<file path="src/rtl/wb_line_pkg.sv">
`default_nettype none
// ============================================================================
//  Module      : wb_line_pkg
//  Description : Shared widths, FSM state encoding and the beat-selection
//                helper for the Wishbone line responder.
//  Revision    : 1.0 - initial release
// ============================================================================
package wb_line_pkg;

    localparam int LINE_W     = 128;
    localparam int SEL_W      = 16;
    localparam int ADR_W      = 12;
    localparam int WORD_W     = 32;
    localparam int BEAT_IDX_W = 2;
    localparam int BE_W       = WORD_W / 8;
    localparam int LINE_BEATS = LINE_W / WORD_W;

    // Marker returned when no further beat is enabled (one past the last beat).
    localparam logic [BEAT_IDX_W:0] BEAT_NONE = (BEAT_IDX_W+1)'(LINE_BEATS);

    typedef enum logic [1:0] {
        IDLE = 2'd0,
        BEAT = 2'd1,
        DONE = 2'd2
    } state_e;

    // Lowest beat index >= from whose byte-enable nibble is non-zero,
    // or BEAT_NONE when there is none.
    function automatic logic [BEAT_IDX_W:0] next_beat(
        input logic [SEL_W-1:0]      mask,
        input logic [BEAT_IDX_W:0]   from
    );
        logic [BEAT_IDX_W:0] idx;
        idx = BEAT_NONE;
        for (int k = LINE_BEATS - 1; k >= 0; k--) begin
            if (k >= int'(from) && mask[BE_W*k +: BE_W] != '0) begin
                idx = (BEAT_IDX_W+1)'(k);
            end
        end
        return idx;
    endfunction

endpackage
`default_nettype wire

</file>
<file path="src/rtl/wb_beat_timer.sv">
`default_nettype none
// ============================================================================
//  Module      : wb_beat_timer
//  Description : Per-beat wait counter. Counts enabled cycles, clears on
//                clear_i, flags expiry on the cycle the count reaches
//                TIMEOUT-1. TIMEOUT = 0 disables expiry entirely.
//  Ports       : clk, rst       - clock, async active-high reset
//                clear_i        - restart the count (beat done / not in beat)
//                enable_i       - a beat is waiting this cycle
//                expired_o      - this waiting cycle is the last allowed one
//  Revision    : 1.0 - initial release
// ============================================================================
module wb_beat_timer #(
    parameter int TIMEOUT = 64
) (
    input  logic clk,
    input  logic rst,
    input  logic clear_i,
    input  logic enable_i,
    output logic expired_o
);

    generate
        if (TIMEOUT != 0) begin : g_timeout_on
            localparam int CNT_W = (TIMEOUT > 1) ? $clog2(TIMEOUT) : 1;
            localparam logic [CNT_W-1:0] LAST = CNT_W'(TIMEOUT - 1);

            logic [CNT_W-1:0] count_q;
            logic [CNT_W-1:0] count_d;

            always_comb begin
                count_d = count_q;
                if (clear_i) begin
                    count_d = '0;
                end else if (enable_i) begin
                    count_d = count_q + 1'b1;
                end
            end

            always_ff @(posedge clk or posedge rst) begin
                if (rst) begin
                    count_q <= '0;
                end else begin
                    count_q <= count_d;
                end
            end

            assign expired_o = enable_i && !clear_i && (count_q == LAST);
        end else begin : g_timeout_off
            assign expired_o = 1'b0;
        end
    endgenerate

endmodule
`default_nettype wire

</file>
<file path="src/rtl/wb_line_responder.sv">
`default_nettype none
// ============================================================================
//  Module      : wb_line_responder
//  Description : Wishbone slave terminating 128-bit line reads/writes and
//                splitting each into up to four 32-bit memory beats.
//                Ends with a one-cycle ACK, or RTY on a beat timeout.
//  Ports       : wb_*_i / wb_*_o   - Wishbone slave side (line wide)
//                mem_*_o / mem_*_i - word-wide memory port, req/ready handshake
//  Revision    : 1.0 - initial release
// ============================================================================
module wb_line_responder
    import wb_line_pkg::*;
#(
    parameter int TIMEOUT = 64,
    parameter int BEATS   = 4
) (
    input  logic                    clk,
    input  logic                    rst,
    input  logic                    wb_cyc_i,
    input  logic                    wb_stb_i,
    input  logic                    wb_we_i,
    input  logic [SEL_W-1:0]        wb_sel_i,
    input  logic [ADR_W-1:0]        wb_adr_i,
    input  logic [LINE_W-1:0]       wb_dat_m_i,
    output logic [LINE_W-1:0]       wb_dat_s_o,
    output logic                    wb_ack_o,
    output logic                    wb_rty_o,
    output logic                    mem_req_o,
    output logic                    mem_we_o,
    output logic [ADR_W+BEAT_IDX_W-1:0] mem_addr_o,
    output logic [WORD_W-1:0]       mem_wdata_o,
    output logic [BE_W-1:0]         mem_be_o,
    input  logic [WORD_W-1:0]       mem_rdata_i,
    input  logic                    mem_ready_i
);

    localparam int BUF_W = WORD_W * BEATS;

    state_e                 state_q, state_d;
    logic                   we_q, we_d;
    logic [ADR_W-1:0]       adr_q, adr_d;
    logic [SEL_W-1:0]       mask_q, mask_d;     // beat enables; all ones for reads
    logic [LINE_W-1:0]      dat_q, dat_d;
    logic [BEAT_IDX_W-1:0]  k_q, k_d;
    logic [BUF_W-1:0]       buf_q, buf_d;
    logic                   rty_q, rty_d;
    logic                   abort_q, abort_d;   // master dropped cyc mid-transaction

    logic                   in_beat;
    logic                   expired;
    logic [BEAT_IDX_W:0]    first_k;
    logic [BEAT_IDX_W:0]    next_k;
    logic [SEL_W-1:0]       req_mask;

    assign in_beat  = (state_q == BEAT);
    assign req_mask = wb_we_i ? wb_sel_i : '1;
    assign first_k  = next_beat(req_mask, '0);
    assign next_k   = next_beat(mask_q, {1'b0, k_q} + 1'b1);

    wb_beat_timer #(
        .TIMEOUT   (TIMEOUT)
    ) u_timer (
        .clk       (clk),
        .rst       (rst),
        .clear_i   (!in_beat || mem_ready_i),
        .enable_i  (in_beat),
        .expired_o (expired)
    );

    always_comb begin
        state_d = state_q;
        we_d    = we_q;
        adr_d   = adr_q;
        mask_d  = mask_q;
        dat_d   = dat_q;
        k_d     = k_q;
        buf_d   = buf_q;
        rty_d   = rty_q;
        abort_d = abort_q;

        case (state_q)
            IDLE: begin
                if (wb_cyc_i && wb_stb_i) begin
                    we_d    = wb_we_i;
                    adr_d   = wb_adr_i;
                    mask_d  = req_mask;
                    dat_d   = wb_dat_m_i;
                    rty_d   = 1'b0;
                    abort_d = 1'b0;
                    if (first_k == BEAT_NONE) begin
                        state_d = DONE;     // write with no enabled bytes
                    end else begin
                        k_d     = first_k[BEAT_IDX_W-1:0];
                        state_d = BEAT;
                    end
                end
            end
            BEAT: begin
                if (!wb_cyc_i) begin
                    abort_d = 1'b1;
                end
                if (mem_ready_i) begin
                    if (!we_q) begin
                        buf_d[WORD_W*k_q +: WORD_W] = mem_rdata_i;
                    end
                    if (next_k == BEAT_NONE) begin
                        state_d = (abort_q || !wb_cyc_i) ? IDLE : DONE;
                    end else if (abort_q || !wb_cyc_i) begin
                        state_d = IDLE;     // in-flight beat finished, stop here
                    end else begin
                        k_d = next_k[BEAT_IDX_W-1:0];
                    end
                end else if (expired) begin
                    rty_d   = 1'b1;
                    state_d = (abort_q || !wb_cyc_i) ? IDLE : DONE;
                end
            end
            DONE: begin
                state_d = IDLE;
            end
            default: begin
                state_d = IDLE;
            end
        endcase
    end

    always_ff @(posedge clk or posedge rst) begin
        if (rst) begin
            state_q <= IDLE;
            we_q    <= 1'b0;
            adr_q   <= '0;
            mask_q  <= '0;
            dat_q   <= '0;
            k_q     <= '0;
            buf_q   <= '0;
            rty_q   <= 1'b0;
            abort_q <= 1'b0;
        end else begin
            state_q <= state_d;
            we_q    <= we_d;
            adr_q   <= adr_d;
            mask_q  <= mask_d;
            dat_q   <= dat_d;
            k_q     <= k_d;
            buf_q   <= buf_d;
            rty_q   <= rty_d;
            abort_q <= abort_d;
        end
    end

    // Memory-side outputs are held at zero outside a beat.
    assign mem_req_o   = in_beat;
    assign mem_we_o    = in_beat && we_q;
    assign mem_addr_o  = in_beat ? {adr_q, k_q} : '0;
    assign mem_wdata_o = in_beat ? dat_q[WORD_W*k_q +: WORD_W] : '0;
    assign mem_be_o    = in_beat ? mask_q[BE_W*k_q +: BE_W] : '0;

    assign wb_ack_o    = (state_q == DONE) && !rty_q;
    assign wb_rty_o    = (state_q == DONE) && rty_q;
    assign wb_dat_s_o  = buf_q;

endmodule
`default_nettype wire

</file>
<file path="config.mk">
export PLATFORM = sky130hd
export DESIGN_NAME = wb_line_responder
export DESIGN_NICKNAME = d
export VERILOG_FILES = /design/src/rtl/wb_line_pkg.sv /design/src/rtl/wb_beat_timer.sv /design/src/rtl/wb_line_responder.sv
export SDC_FILE = /design/constraint.sdc
export NUM_CORES = 1
export LEC_CHECK = 0
export ABC_CLOCK_PERIOD_IN_PS = 10900
export CAP_MARGIN = 20
export CORE_AREA = 4 4 216 218
export CTS_CLUSTER_SIZE = 28
export DETAILED_ROUTE_END_ITERATION = 6
export DIE_AREA = 0 0 220 222
export DONT_BUFFER_PORTS = 1
export PLACE_DENSITY = 0.46
export SETUP_SLACK_MARGIN = 0.5
export SLEW_MARGIN = 20
export SYNTH_ARGS = -nofsm -noshare
export SYNTH_HDL_FRONTEND = slang
export SYNTH_SLANG_ARGS = --single-unit
</file>
<file path="constraint.sdc">
create_clock -name clk -period 10.9 [get_ports clk]
set_input_delay 1.635 -clock clk [delete_from_list [all_inputs] [get_ports clk]]
set_output_delay 1.635 -clock clk [all_outputs]
set_load 0.05 [all_outputs]
</file>
* After elaboration in Yosys (flattened, before gate mapping)
Index checks and enable logic that the tools add are counted.
** Word-level totals
- Bits of input ports :: 194
- Register bits after elaboration :: 297
- Word-level logic and storage cells :: 105
- Output and inout port bits :: 182
** Cells by class
- Shift-type cells :: 4
- Multiplexer cells :: 35
- Equality and inequality tests :: 15
- Reduce and logical (&&, ||, !) cells :: 33
- Add/subtract/negate cells :: 3
- Order comparisons :: 4
- Bitwise gates (word level) :: 1
** Operators by type and width (count)
- bitwise mux 128 bit :: 1
- variable shift 32 x 34 -> 128 bit, first input constant :: 1
- indexed part select 128 x 8 -> 32 bit :: 1
- indexed part select 32 x 34 -> 128 bit :: 1
- negation 7 -> 34 bit :: 1
- 2-to-1 mux 32 bit :: 1
- nonzero test 4 bit :: 8
- 2-to-1 mux 2 bit :: 12
- 2-to-1 mux 3 bit :: 8
- 2-to-1 mux 16 bit :: 1
- indexed part select 16 x 5 -> 4 bit :: 1
- 2-to-1 mux 14 bit :: 1
- inequality test 2 bit, second input constant :: 7
- 2-to-1 mux 6 bit :: 2
- logical AND 1 bit :: 10
- AND reduction 3 bit :: 3
- case mux 2 bit (2 select lines) :: 2
- adder 6 x 1 -> 6 bit, second input constant :: 1
- == test 3 bit, second input constant :: 2
- == test 6 bit, second input constant :: 1
- greater-or-equal comparator 1 x 3 -> 1 bit, first input constant :: 2
- greater-or-equal comparator 2 x 3 -> 1 bit, first input constant :: 2
- AND reduction 6 bit :: 1
- logical NOT 1 bit :: 4
- 15 further kinds :: 21

* Logic depth before layout (Yosys ltp)
- Depth in word-level cells :: 11
- Depth in mapped cells :: 9
- Depth with buffers taken out :: 7

* Modules after synthesis
A second synthesis with hierarchy kept.
** Second synthesis, totals
- Cells, all modules :: 1125
- Area, all modules :: 12958.7 sq um
** Modules (own cells, without submodules)
- wb_line_responder :: cells an instance 1097, times used 1, seq. area each 7282.0 sq um, area each 12670.9 sq um
- wb_beat_timer :: cells an instance 28, times used 1, seq. area each 150.1 sq um, area each 287.8 sq um

* Worst setup path after synthesis
No wires, ideal clock.
- Kind :: reg-to-output
- Start point :: reg state_q[1]
- End point :: out mem_be_o[0]
- Path buffers :: 2
- Required time :: 9.265 ns
- Setup slack :: 7.338 ns
- Data arrival time :: 1.927 ns
- Stages on the path, launching flop included :: 6
- Cell sequence :: dfrtp_1 -> nand2b_1 -> buf_2 -> clkinv_1 -> clkbuf_1 -> and2_1
** Between the ends
- Word-level cells in the longest chain between the ends :: 2
** Ends and longest elaborated chain
- start, declared :: RTL line wb_line_responder.sv:39 : state_e state_q, state_d;
- start signal, assigned :: RTL line wb_line_responder.sv:139 : state_q <= state_d;
- == test 2 x 1 -> 1 bit :: RTL line wb_line_responder.sv:55 : assign in_beat = (state_q == BEAT);
- via mem_req_o :: RTL line wb_line_responder.sv:28 : output logic mem_req_o,
- 2-to-1 mux 4 bit :: RTL line wb_line_responder.sv:156 : assign mem_be_o = in_beat ? mask_q[BE_W*k_q +: BE_W] : '0;
- end, declared :: RTL line wb_line_responder.sv:32 : output logic [BE_W-1:0] mem_be_o,
The timed path passes the listed nets, and every way through them passes these cells.

* Worst setup path after layout
- Start point :: reg k_q[0]
- End point :: out mem_addr_o[0]
** Between the ends
- Word-level cells in the longest chain between the ends :: 1
** Ends and longest elaborated chain
- start, declared :: RTL line wb_line_responder.sv:44 : logic [BEAT_IDX_W-1:0] k_q, k_d;
- start signal, assigned :: RTL line wb_line_responder.sv:144 : k_q <= k_d;
- 2-to-1 mux 14 bit :: RTL line wb_line_responder.sv:154 : assign mem_addr_o = in_beat ? {adr_q, k_q} : '0;
- end, declared :: RTL line wb_line_responder.sv:30 : output logic [ADR_W+BEAT_IDX_W-1:0] mem_addr_o,
No other way between the ends.

==> results.cfg <==
[setup_path]
critPathLaunchType = flip-flop
arrival_ns = 2.78
reg2reg_depth = 8
r2r_start = k_q[0]
setup.worst_path.class = reg -> out
crit_end = mem_addr_o[0]
rrSetupSlack_ns = 7.86
r2r-end = state_q[1]
cp-end-kind = output pin
setup.worst_path.start = k_q[0]
cp_max_fo = 41
worstPathRequired_ns = 9.27

[clock_tree]
clk_pin_slew_worst_paths_ns = 0.06
hold_buffers = 0
cts_num_sinks = 297
clockBufferDepth = 3
cts_setup_buffers = 0
clock-root-buffer = clkbuf_16
clock_latency_ns = 0.52
cts_tree = done
htree_num_levels = 2
numCtsBuffers = 35
ctsResizeCount = 0

[route]
vias = 8242
avgRoutedWirePerCell_um = 21.6
drc = 0
drt_first_pass_iters = 4
totalWireLength_um = 37300
via_per_inst = 4.76
drt_iter0_markers = 433
postRouteAntennaNets = 0

[sta]
max_freq_ghz = 0.226
fin_crit_sh = 0.405
setup_violations = 0
skew_ns = 0.00502
finalMaxSlewViolations = 0
worst_pin_slew_ns = 1.13
rsz0062_at_grt = no
min_period_ns = 4.42
holdWs_ns = 0.492
finalSetupTns_ns = 0
slew_headroom = 0.244
hold_viol = 0

[yosys]
synthSimpleGateAreaFrac = 0.129
netlist_instances = 1125
yosys.cell_types.count = 45
synth.most_common_cell = dfrtp_1
synth_enable_flop_cells = 0
synthXorXnorAreaFrac = 0.00272
synth_top_family_by_area = multiplexers
ys_ff_latch = 297
yosysTopAreaCellShare = 0.576
synth_mux_area_frac = 0.187
synth.net_count = 1326
syn_avg_cell_area_um2 = 11.5
synth_compound_area_frac = 0.0683
async_reset_ff_frac = 1.00
ys_seq_area_frac = 0.576
synth_common_cells = 297 x dfrtp_1, 264 x nand2_1, 142 x mux2_2
synthAdderAreaFrac = 0.00679
synth_top_cell_by_area = dfrtp_1
synth_area_um2 = 12900
synthTopCellsByArea = dfrtp_1 58%, mux2_2 12%, nand2_1 7.7%, mux4_2 6.3%, o21ai_0 5.1%
yosysWarnings = 0
synth-main-ff-cell = dfrtp_1

[grt]
overflow = 0
grt_use_met2 = 0.236
gr-max-usage-layer = met2
gr-usage-all-layers = 0.150
first_global_vias = 8777
grt_max_degree = 176
antenna_found_initial = 12
use_met3 = 0.0713
met1_usage = 0.184
grt_pass1_wl_um = 56700

[die]
die_width_um = 220
die_h_um = 222
start_util = 0.287
io_pins = 376
die-area_um2 = 48800
design.core.area_um2 = 44900
core.rowCount = 78

[placement]
portBuffers = 0
dpl.hpwl_um = 25600
place_inst = 1666
place.gp.congestion = 0.755

[cells_and_area]
stdcell_count = 1730
drive_above_1_share = 0.236
post-route-util = 0.327
nNetsFinal = 1306
area_delta_synth_final_pct = 13.9

[min_path]
hold_path_class = reg -> reg

[status]
outcome = finished clean

[power]
p_per_area_nw_per_um2 = 378
fin_total_pwr_uw = 5550
cellLeakagePower_uw = 0.00603
irDropWorstVdd_mv = 0.266

[run]
maxCapViolations = 0
## through the flow
stage,worst slack (ns),instance area [um2]
floorplan,1.06,12900
global placement,6.89,13500
detailed placement,6.88,13500
CTS,6.37,14600
global route,6.24,14700
finish,6.48,14700
## registers in the layout, indices dropped and copies added, names as in the netlist
signal	flops
k_q	2
dat_q	128
rty_q	1
adr_q	12
mask_q	16
we_q	1
state_q	2
abort_q	1
u_timer.g_timeout_on.count_q	6
wb_dat_s_o	128
## power breakdown
part / internal (uW) / total (uW) / switching (uW) / leakage (uW)
clock: 692 / 1150 / 454 / 0.000547
combinational: 659 / 1760 / 1100 / 0.00173
sequential: 1590 / 2650 / 1060 / 0.00375
total: 2940 / 5550 / 2610 / 0.00603
## worst min path at each step
stage / slack [ns] / from / end / cells past startpoint
2_1_floorplan: 0.45 / u_timer.g_timeout_on.count_q[0] / u_timer.g_timeout_on.count_q[0] / 1
4_1_cts: 0.49 / u_timer.g_timeout_on.count_q[0] / u_timer.g_timeout_on.count_q[0] / 1
6_report: 0.49 / u_timer.g_timeout_on.count_q[0] / u_timer.g_timeout_on.count_q[0] / 1
3_5_place_dp: 0.49 / u_timer.g_timeout_on.count_q[0] / u_timer.g_timeout_on.count_q[0] / 1
5_1_grt: 0.51 / u_timer.g_timeout_on.count_q[0] / u_timer.g_timeout_on.count_q[0] / 1
3_3_place_gp: 0.47 / u_timer.g_timeout_on.count_q[0] / u_timer.g_timeout_on.count_q[0] / 1
## routing by layer
layer,routed length [um],vias to the layer above
li1,-,3799
met1,15100,4067
met2,17100,287
met3,4150,71
met4,876,18
met5,105,-
## cell type report
type	count	area (um2)
Tap cell	600	751
Sequential cell	297	7430
Clock inverter	9	97.6
Fill cell	4567	30200
Timing Repair Buffer	16	165
Antenna cell	3	7.51
Inverter	23	93.8
Clock buffer	50	1010
Multi-Input combinational cell	732	5130
## worst max-delay path, cell delays in order, from the launching register on
cell	delay (ns)
dfrtp_2	0.43
buf_4	0.65
inv_1	0.31
nor2_1	0.80
## kinds of logic (layout without fill, tap and decap cells)
family | after synthesis | after routing
buffers and inverters | 96 | 98
muxes | 178 | 178
AOI/OAI and AO/OA | 163 | 163
other | 0 | 3
and+or+nand+nor | 380 | 380
DFF | 297 | 297
xor gates and xnor gates | 4 | 4
adders and majority gates | 7 | 7
## cell usage in the layout, fill, tap and decap left out, types with 3 or more instances in the layout
cell type and count:
dfrtp_1 295, nand2_1 260, mux2_2 142, o21ai_0 131
and2_1 49, clkbuf_16 37, mux4_2 36, nor2_1 27
inv_1 21, a31oi_1 15, buf_4 13, clkbuf_1 9
nand3_1 7, ha_1 7, nor3b_2 6, clkinv_2 6
nand2b_1 5, nand2_2 4, nor3_1 4, clkbuf_8 4
diode_2 3, a21oi_1 3, and3_1 3, nor4_1 3
o22ai_1 3
Note: power is estimated with default switching activity, not from simulation.
